===== src/rtl/order_gate.sv =====
`default_nettype none
// ============================================================================
//  Module      : order_gate
//  Description : Order admission gate between a strategy and a risk check.
//                Accepts one request at a time, fires a one-cycle risk check,
//                then rejects the order or sends it downstream. It tracks the
//                order through one or more fills and owns the signed net
//                position.
//  Optional    : ORDER_TIMEOUT_EN - cancels the unfilled remainder after
//                TIMEOUT_CYCLES fill-less cycles in WAIT_FILL (o_timeout pulse).
//  Ports       : i_clk/i_rst_n        clock, async active-low reset
//                i_req_*/o_req_ready  strategy request handshake and payload
//                o_risk_*             latched request and start pulse to risk
//                i_risk_valid/hold    risk decision
//                o_ord_*/i_ord_ready  downstream order handshake and payload
//                i_fill_*             fill strobe and quantity
//                o_position           signed net position
//                o_rejected/o_timeout one-cycle status pulses
//  Revision    : 1.0 - initial release
// ============================================================================
module order_gate #(
  parameter int DATA_WIDTH     = 32,
  parameter int QTY_WIDTH      = 16,
  parameter int TIMEOUT_CYCLES = 1024
) (
  input  logic                  i_clk,
  input  logic                  i_rst_n,
  input  logic                  i_req_valid,
  output logic                  o_req_ready,
  input  logic                  i_req_signal,
  input  logic [QTY_WIDTH-1:0]  i_req_quantity,
  input  logic [DATA_WIDTH-1:0] i_risk_limit,
  output logic                  o_risk_start,
  output logic                  o_risk_signal,
  output logic [QTY_WIDTH-1:0]  o_risk_quantity,
  output logic [DATA_WIDTH-1:0] o_risk_limit,
  output logic [DATA_WIDTH-1:0] o_position,
  input  logic                  i_risk_hold,
  input  logic                  i_risk_valid,
  output logic                  o_ord_valid,
  input  logic                  i_ord_ready,
  output logic                  o_ord_signal,
  output logic [QTY_WIDTH-1:0]  o_ord_quantity,
  input  logic                  i_fill_valid,
  input  logic [QTY_WIDTH-1:0]  i_fill_quantity,
  output logic                  o_rejected,
  output logic                  o_timeout
);

  typedef enum logic [2:0] {
    ST_IDLE      = 3'd0,
    ST_RISK_REQ  = 3'd1,
    ST_RISK_WAIT = 3'd2,
    ST_SEND      = 3'd3,
    ST_WAIT_FILL = 3'd4
  } state_e;

  state_e                state_q,     state_d;
  logic                  side_q,      side_d;
  logic [QTY_WIDTH-1:0]  qty_q,       qty_d;
  logic [DATA_WIDTH-1:0] limit_q,     limit_d;
  logic [QTY_WIDTH-1:0]  remaining_q, remaining_d;
  logic [DATA_WIDTH-1:0] position_q,  position_d;
  logic                  rejected_q,  rejected_d;
  logic                  timeout_q,   timeout_d;

  logic [QTY_WIDTH-1:0]  applied;
  logic [DATA_WIDTH-1:0] applied_ext;
  logic                  expire;

`ifdef ORDER_TIMEOUT_EN
  localparam int CNT_W = $clog2(TIMEOUT_CYCLES + 1);
  logic [CNT_W-1:0] cnt_q, cnt_d;

  // Counts consecutive fill-less cycles; any fill or any other state clears it,
  // so entry into WAIT_FILL always starts from zero.
  always_comb begin
    cnt_d = '0;
    if (state_q == ST_WAIT_FILL && !i_fill_valid) begin
      cnt_d = cnt_q + 1'b1;
    end
  end

  always_ff @(posedge i_clk or negedge i_rst_n) begin
    if (!i_rst_n) begin
      cnt_q <= '0;
    end else begin
      cnt_q <= cnt_d;
    end
  end

  // Expiry on the TIMEOUT_CYCLES-th silent cycle; a fill in that cycle wins.
  assign expire = (cnt_q == CNT_W'(TIMEOUT_CYCLES - 1)) && !i_fill_valid;
`else
  localparam logic unused_timeout_cfg = (TIMEOUT_CYCLES != 0);
  assign expire = 1'b0;
`endif

  // Fill is clipped to what is still outstanding.
  assign applied     = (i_fill_quantity < remaining_q) ? i_fill_quantity : remaining_q;
  assign applied_ext = {{(DATA_WIDTH-QTY_WIDTH){1'b0}}, applied};

  always_comb begin
    state_d     = state_q;
    side_d      = side_q;
    qty_d       = qty_q;
    limit_d     = limit_q;
    remaining_d = remaining_q;
    position_d  = position_q;
    rejected_d  = 1'b0;
    timeout_d   = 1'b0;

    case (state_q)
      ST_IDLE: begin
        if (i_req_valid) begin
          side_d  = i_req_signal;
          qty_d   = i_req_quantity;
          limit_d = i_risk_limit;
          if (i_req_quantity == '0) begin
            rejected_d = 1'b1;
          end else begin
            state_d = ST_RISK_REQ;
          end
        end
      end
      ST_RISK_REQ: begin
        state_d = ST_RISK_WAIT;
      end
      ST_RISK_WAIT: begin
        if (i_risk_valid) begin
          if (i_risk_hold) begin
            rejected_d = 1'b1;
            state_d    = ST_IDLE;
          end else begin
            state_d = ST_SEND;
          end
        end
      end
      ST_SEND: begin
        if (i_ord_ready) begin
          remaining_d = qty_q;
          state_d     = ST_WAIT_FILL;
        end
      end
      ST_WAIT_FILL: begin
        if (i_fill_valid) begin
          position_d  = side_q ? (position_q - applied_ext) : (position_q + applied_ext);
          remaining_d = remaining_q - applied;
          if (remaining_d == '0) begin
            state_d = ST_IDLE;
          end
        end else if (expire) begin
          timeout_d = 1'b1;
          state_d   = ST_IDLE;
        end
      end
      default: begin
        state_d = ST_IDLE;
      end
    endcase
  end

  always_ff @(posedge i_clk or negedge i_rst_n) begin
    if (!i_rst_n) begin
      state_q     <= ST_IDLE;
      side_q      <= 1'b0;
      qty_q       <= '0;
      limit_q     <= '0;
      remaining_q <= '0;
      position_q  <= '0;
      rejected_q  <= 1'b0;
      timeout_q   <= 1'b0;
    end else begin
      state_q     <= state_d;
      side_q      <= side_d;
      qty_q       <= qty_d;
      limit_q     <= limit_d;
      remaining_q <= remaining_d;
      position_q  <= position_d;
      rejected_q  <= rejected_d;
      timeout_q   <= timeout_d;
    end
  end

  // Risk and order payloads share the request latch: both are fixed from
  // accept until the return to IDLE.
  assign o_req_ready     = (state_q == ST_IDLE);
  assign o_risk_start    = (state_q == ST_RISK_REQ);
  assign o_risk_signal   = side_q;
  assign o_risk_quantity = qty_q;
  assign o_risk_limit    = limit_q;
  assign o_ord_valid     = (state_q == ST_SEND);
  assign o_ord_signal    = side_q;
  assign o_ord_quantity  = qty_q;
  assign o_position      = position_q;
  assign o_rejected      = rejected_q;
  assign o_timeout       = timeout_q;

endmodule
`default_nettype wire

===== config.mk =====
export PLATFORM = sky130hd
export DESIGN_NAME = order_gate
export DESIGN_NICKNAME = d
export VERILOG_FILES = /design/src/rtl/order_gate.sv
export SDC_FILE = /design/constraint.sdc
export NUM_CORES = 1
export LEC_CHECK = 0
export CORE_MARGIN = 5
export CORE_UTILIZATION = 45
export CTS_CLUSTER_DIAMETER = 150
export DETAILED_ROUTE_END_ITERATION = 10
export PLACE_DENSITY = 0.77
export SLEW_MARGIN = 5
export SYNTH_ARGS = -nofsm -noshare
export SYNTH_HDL_FRONTEND = slang
export SYNTH_SLANG_ARGS = --single-unit

===== constraint.sdc =====
create_clock -name i_clk -period 5.54 [get_ports i_clk]
set_clock_uncertainty 0.1 [all_clocks]
set_input_delay 0.554 -clock i_clk [delete_from_list [all_inputs] [get_ports i_clk]]
set_output_delay 0.554 -clock i_clk [all_outputs]
set_load 0.01 [all_outputs]

Yosys cells after proc, flatten, opt, wreduce, memory -nomap -nowiden
Index checks and enable logic that the tools add are counted.
Widths: inputs -> output; s select.
{"block": "word_totals", "register_bits": 101, "word_cells": 47, "out_inout_bits": 103, "in_bits": 72}
{"block": "classes", "add_sub_neg": 3, "order_cmp": 1, "n_eq_ne": 10, "n_mux": 18, "n_reduce_logical": 8}
{"op": "$mux 16", "count": 3}
{"op": "$add 32x16->32", "count": 1}
{"op": "$logic_not 16->1", "count": 2}
{"op": "$mux 32", "count": 1}
{"op": "$pmux 16 s2", "count": 1}
{"op": "$sub 32x16->32", "count": 1}
{"op": "$mux 3", "count": 6}
{"op": "$lt 16x16->1", "count": 1}
{"op": "$sub 16x16->16", "count": 1}
{"op": "$pmux 3 s5", "count": 1}
{"op": "$ne 2x2->1 const B", "count": 5}
{"op": "$eq 3x2->1 const B", "count": 2}
{"op": "$reduce_and 6->1", "count": 1}
{"op": "$mux 1", "count": 4}
{"op": "$reduce_and 2->1", "count": 2}
{"op": "$eq 3x1->1 const B", "count": 1}
{"op": "$eq 3x3->1 const B", "count": 1}
{"op": "$logic_not 3->1", "count": 1}
{"op": "$reduce_and 3->1", "count": 1}
{"op": "$mux 2", "count": 1}
{"op": "$ne 2x1->1 const B", "count": 1}
{"op": "$pmux 1 s2", "count": 1}
{"op": "$reduce_bool 2->1", "count": 1}

Longest topological paths before layout
Gate-level depths: netlist of the first run.
{"block": "depth", "ltp_word": 7, "depth_mapped": 29, "depth_no_buf": 25}

Least setup slack after synthesis of the first run
Ideal clock, no wire load.
{"block": "synth_path", "path_type": "in2reg", "startpoint": "input port i_fill_quantity[14]", "endpoint": "register position_q[31], in the netlist o_position[31]", "setup_time_ns": 0.079, "t_arrival_ns": 5.375, "path_slack_ns": -0.014, "stages": 26, "t_required_ns": 5.361, "n_path_buf": 4, "cell_sequence": "ha_1 a21oi_2 nand2_2 a2111oi_4 o21a_1 buf_6 buf_12 buf_12 buf_2 nor2_1 a21oi_1 ha_1 a31oi_1 or2_2 xor2_1 ha_1 o21a_1 o21ai_0 a32o_1 a21o_1 o21ai_1 nand3_1 a211oi_1 o21ai_0 a31oi_1 xor2_1"}
{"block": "synth_between", "elab_chain_len": 4, "word_cells_on_any_way": 5, "classes_between": "add/sub: 2; order compare: 1; mux: 2"}
{"item": "start, declared", "line": "45", "text": "input logic [QTY_WIDTH-1:0] i_fill_quantity,"}
{"item": "$lt 16x16->1", "line": "100", "text": "assign applied = (i_fill_quantity < remaining_q) ? i_fill_quantity : remaining_q;"}
{"item": "$mux 16 *", "line": "100"}
{"item": "$add 32x16->32 / $sub 32x16->32 (equally long branches)", "line": "147", "text": "position_d = side_q ? (position_q - applied_ext) : (position_q + applied_ext);"}
{"item": "$mux 32 *", "line": "147"}
{"item": "end signal, assigned", "line": "179", "text": "position_q <= position_d;"}
{"item": "end, declared", "line": "63", "text": "logic [DATA_WIDTH-1:0] position_q, position_d;"}
Mark *: on every way between the ends. The rest lies on a longest branch, timed or not.
A chain may end at the register's enable or synchronous reset.

Final worst setup path of the first run
{"block": "layout_path", "startpoint": "register remaining_q[13]", "endpoint": "register position_q[31], in the netlist o_position[31]"}
{"block": "layout_between", "elab_chain_len": 4, "word_cells_on_any_way": 5, "classes_between": "add/sub: 2; order compare: 1; mux: 2"}
{"item": "start, declared", "line": "62", "text": "logic [QTY_WIDTH-1:0] remaining_q, remaining_d;"}
{"item": "start signal, assigned", "line": "178", "text": "remaining_q <= remaining_d;"}
{"item": "$lt 16x16->1", "line": "100"}
{"item": "$mux 16 *", "line": "100"}
{"item": "$add 32x16->32 / $sub 32x16->32 (equally long branches)", "line": "147"}
{"item": "$mux 32 *", "line": "147"}
Marks and branches as above.

==> impl_metrics.ini, run 1 <==
[run_status]
status = complete, no violations

[placement]
numPortBuffers = 173
placed_cell_area_mm2 = 0.0105
dp_slack_ns = -0.467
place_congestion = 0.928
hpwlAfterDp_um = 18200
place_inst = 1329

[final_layout]
n_antenna_cell = 0
drive_above_1_share_pct = 26.0
seq_area_mm2 = 0.00253
nFillCells = 1400
fin_nets = 1259
multi_input_area_mm2 = 0.00504
area_growth_pct = 44.1
utilization_pct = 65.3
finalNonFillerCells = 1355
fin_area_mm2 = 0.0112

[yosys]
ys_seq_elements = 101
yosysWarnings = 0
synth_ff_type = dfrtp_1
async_flop_share_pct = 100
postSynthCellCount = 849
ys_seq_area_share_pct = 32.6
netlist_area_mm2 = 0.00775
synth-edff-count = 0
synth_fp_nets = 983
synth_cell_types = 80
syn_avg_cell_area_um2 = 9.13

[floorplanning]
start_util_pct = 45.3
rows = 48
core_mm2 = 0.0171
boundaryPins = 175
dieArea_mm2 = 0.0200
die_w_um = 141
die_h_um = 141

[route]
avgViaCountPerCell = 5.50
wirelength_um = 23900
vias = 7456
wl_per_cell_um = 17.6
drtAntennaViolNets = 0
drt_pass1_iterations = 6
drtIter0Drc = 480
drc_errors = 0

[worst_setup_path]
worst-r2r-cell-count = 25
cp-start-kind = flop
end_kind = flop
reg2reg_from = remaining_q[13]$_DFFE_PN0P_
cp.required_ns = 5.73
critPathKind = reg2reg
cp_data_arrival_time_ns = 5.58
crit_start = remaining_q[13]$_DFFE_PN0P_
cp_max_fo = 11
regToRegSetupSlack_ns = 0.15
regToRegEndpoint = o_position[31]$_DFFE_PN0P_

[min_path]
min_path_type = in2async

[global_route]
grt_first_pass_wirelength_um = 37600
antenna_found_initial = 0
grt_start_max_net_pins = 67
grtUsageTotal_pct = 23.3
grt_pass1_vias = 7379
grt.overflow.total = 0

[sta]
totalNegativeSetupSlack_ns = 0
finalCritPeriodShare_pct = 97.3
hold_viol = 0
slew_viol_final = 0
setup_slack_ns = 0.148
tightest_slew_ns = 1.13
relSlewSlack_pct = 24.5
setup_viol = 0
timing.hold.ws_ns = 0.201
finalCriticalPeriod_ns = 5.39
fmax_ghz = 0.185

[clocking]
clk_path_buf_depth = 2
clk_latency_ns = 0.36
clkTransAtPathRegs_ns = 0.08
clock_sink_count = 101
h-tree-depth = 3
ctsRootBufferMaster = clkbuf_16
cts_tree = done
cts_buffers = 9
cts.hold.buffers_added = 0

[pwr]
power_density_mw_per_mm2 = 758
leakagePower_nw = 4.99
ir_drop_mv = 0.342
total_power_mw = 8.47

[job]
maxCapViolCount = 0
cell type report:
| type | instances | area share, % |
|---|---|---|
| Tap cell | 225 | 2.52 |
| Timing Repair Buffer | 316 | 25.6 |
| Clock buffer | 9 | 2.02 |
| Multi-Input combinational cell | 659 | 45.1 |
| Sequential cell | 101 | 22.6 |
| Clock inverter | 7 | 0.840 |
| Inverter | 38 | 1.28 |
state kept, by name, indices dropped and copies added, names as in the netlist:
signal / count
o_ord_signal: 1
o_risk_limit: 32
o_ord_quantity: 16
o_rejected: 1
state_q: 3
o_position: 32
remaining_q: 16
cells by family after synthesis:
logic type      synth area share [%]
simple gates                    15.4
compound gates                  20.6
flops                           32.6
buf+inv                         5.81
fa+ha+maj                       10.5
mux                             9.33
xor+xnor                        5.76
other cells                   0.0484
worst max-delay path, cell delays in order (launching register included):
cell	delay, ns
dfrtp_1	0.42
inv_2	0.12
ha_4	0.22
nand4_1	0.16
nor2_2	0.07
a2111oi_4	0.31
o21a_2	0.27
buf_12	0.15
mux2i_2	0.24
nand2_1	0.13
nor4_4	0.34
and3_4	0.24
and3_4	0.18
ha_1	0.22
o21ai_1	0.14
ha_1	0.28
nand2_1	0.08
o21ai_1	0.08
o41ai_2	0.39
o21a_1	0.24
o21ai_4	0.08
nand3_2	0.11
a21oi_4	0.07
a211o_1	0.32
a31oi_2	0.20
xor2_1	0.15
metal layers:
layer / share of wire (%) / vias up / track usage (%)
met3: 6.7 / 40 / 5.19
met2: 48 / 268 / 39.4
li1: - / 3595 / -
met5: 0 / - / 0
met4: 2.4 / 0 / 6.88
met1: 42 / 3553 / 30.0
worst max path at each step:
stage	endpoint	slack, ns
6_report	o_position[31]$_DFFE_PN0P_	0.15
5_1_grt	o_position[31]$_DFFE_PN0P_	-0.10
4_1_cts	o_position[28]$_DFFE_PN0P_	0.02
3_5_place_dp	o_position[31]$_DFFE_PN0P_	-0.47
3_3_place_gp	o_position[22]$_DFFE_PN0P_	-0.37
2_1_floorplan	o_position[31]$_DFFE_PN0P_	0.004
cells in the mapped netlist, drive strengths merged, types with 3 or more instances:
master | count | area share (%)
dfrtp | 101 | 33
nand2 | 76 | 3.7
a21oi | 65 | 4.4
o21ai | 65 | 4.2
nor2 | 63 | 3.1
ha | 60 | 9.7
mux2 | 53 | 7.7
inv | 38 | 1.8
buf | 31 | 3.0
xor2 | 27 | 3.1
xnor2 | 24 | 2.7
clkbuf | 20 | 0.97
nor3 | 20 | 1.4
nor2b | 17 | 1.4
a21o | 16 | 1.5
nand3 | 13 | 0.90
a211oi | 12 | 1.2
o21a | 11 | 1.1
and3 | 10 | 0.81
nor4 | 10 | 1.1
mux2i | 9 | 1.6
nand2b | 8 | 0.65
o211ai | 8 | 0.77
a31oi | 7 | 0.56
and2 | 7 | 0.56
nand4 | 7 | 0.65
or2 | 6 | 0.48
a21boi | 5 | 0.58
o21bai | 5 | 0.48
o41ai | 5 | 0.76
a2111oi | 4 | 0.69
a211o | 4 | 0.45
o31ai | 4 | 0.39
nor3b | 3 | 0.29
o221ai | 3 | 0.42
or3 | 3 | 0.24
power by group:
part	internal, mW	total [mW]	switching (mW)
Clock	0.330	0.677	0.347
Sequential	1.09	1.42	0.334
Combinational	3.30	6.36	3.07
placed cells by master (no fill, tap or decap), types with 7 or more instances in the layout:
cell / instances
nand3_1: 11
nor2_1: 62
o21ai_1: 9
xor2_1: 27
nand2_1: 73
clkbuf_16: 10
nand2b_1: 8
ha_4: 7
nor4_1: 7
mux2_2: 53
o21a_1: 10
o21ai_0: 53
dlymetal6s2s_1: 8
clkdlybuf4s50_1: 163
a21oi_2: 9
a21oi_1: 55
xnor2_1: 24
and3_1: 7
a211oi_1: 10
nor3_1: 17
nor2b_1: 15
dfrtp_1: 101
inv_1: 32
a21o_1: 16
buf_4: 140
o211ai_1: 8
ha_1: 52
repair_timing:
action | in CTS | in global routing
endpoints found under the hold margin | 0 | 0
setup endpoints to repair | 8 | 19
cloned | 0 | 1
pin swaps | 1 | 31
setup buffers | 0 | 10
gates resized for setup | 6 | 66
No activity file was read; power rests on OpenSTA's default activity.
==> run 2, diff against run 1 <==
--- a/config.mk
+++ b/config.mk
@@ -7,2 +7,3 @@
 export LEC_CHECK = 0
+export ABC_CLOCK_PERIOD_IN_PS = 5540
 export CORE_MARGIN = 5
--- a/constraint.sdc
+++ b/constraint.sdc
@@ -4,2 +4,2 @@
 set_output_delay 0.554 -clock i_clk [all_outputs]
-set_load 0.01 [all_outputs]
+set_load 0.005 [all_outputs]
==> results of run 2 <==
Same layout as run 1 (identical final DEF). Status: complete, no violations.
Among the figures that moved: total power 8.47 mW -> 8.32 mW; worst IR drop on VDD 0.342 mV -> 0.321 mV
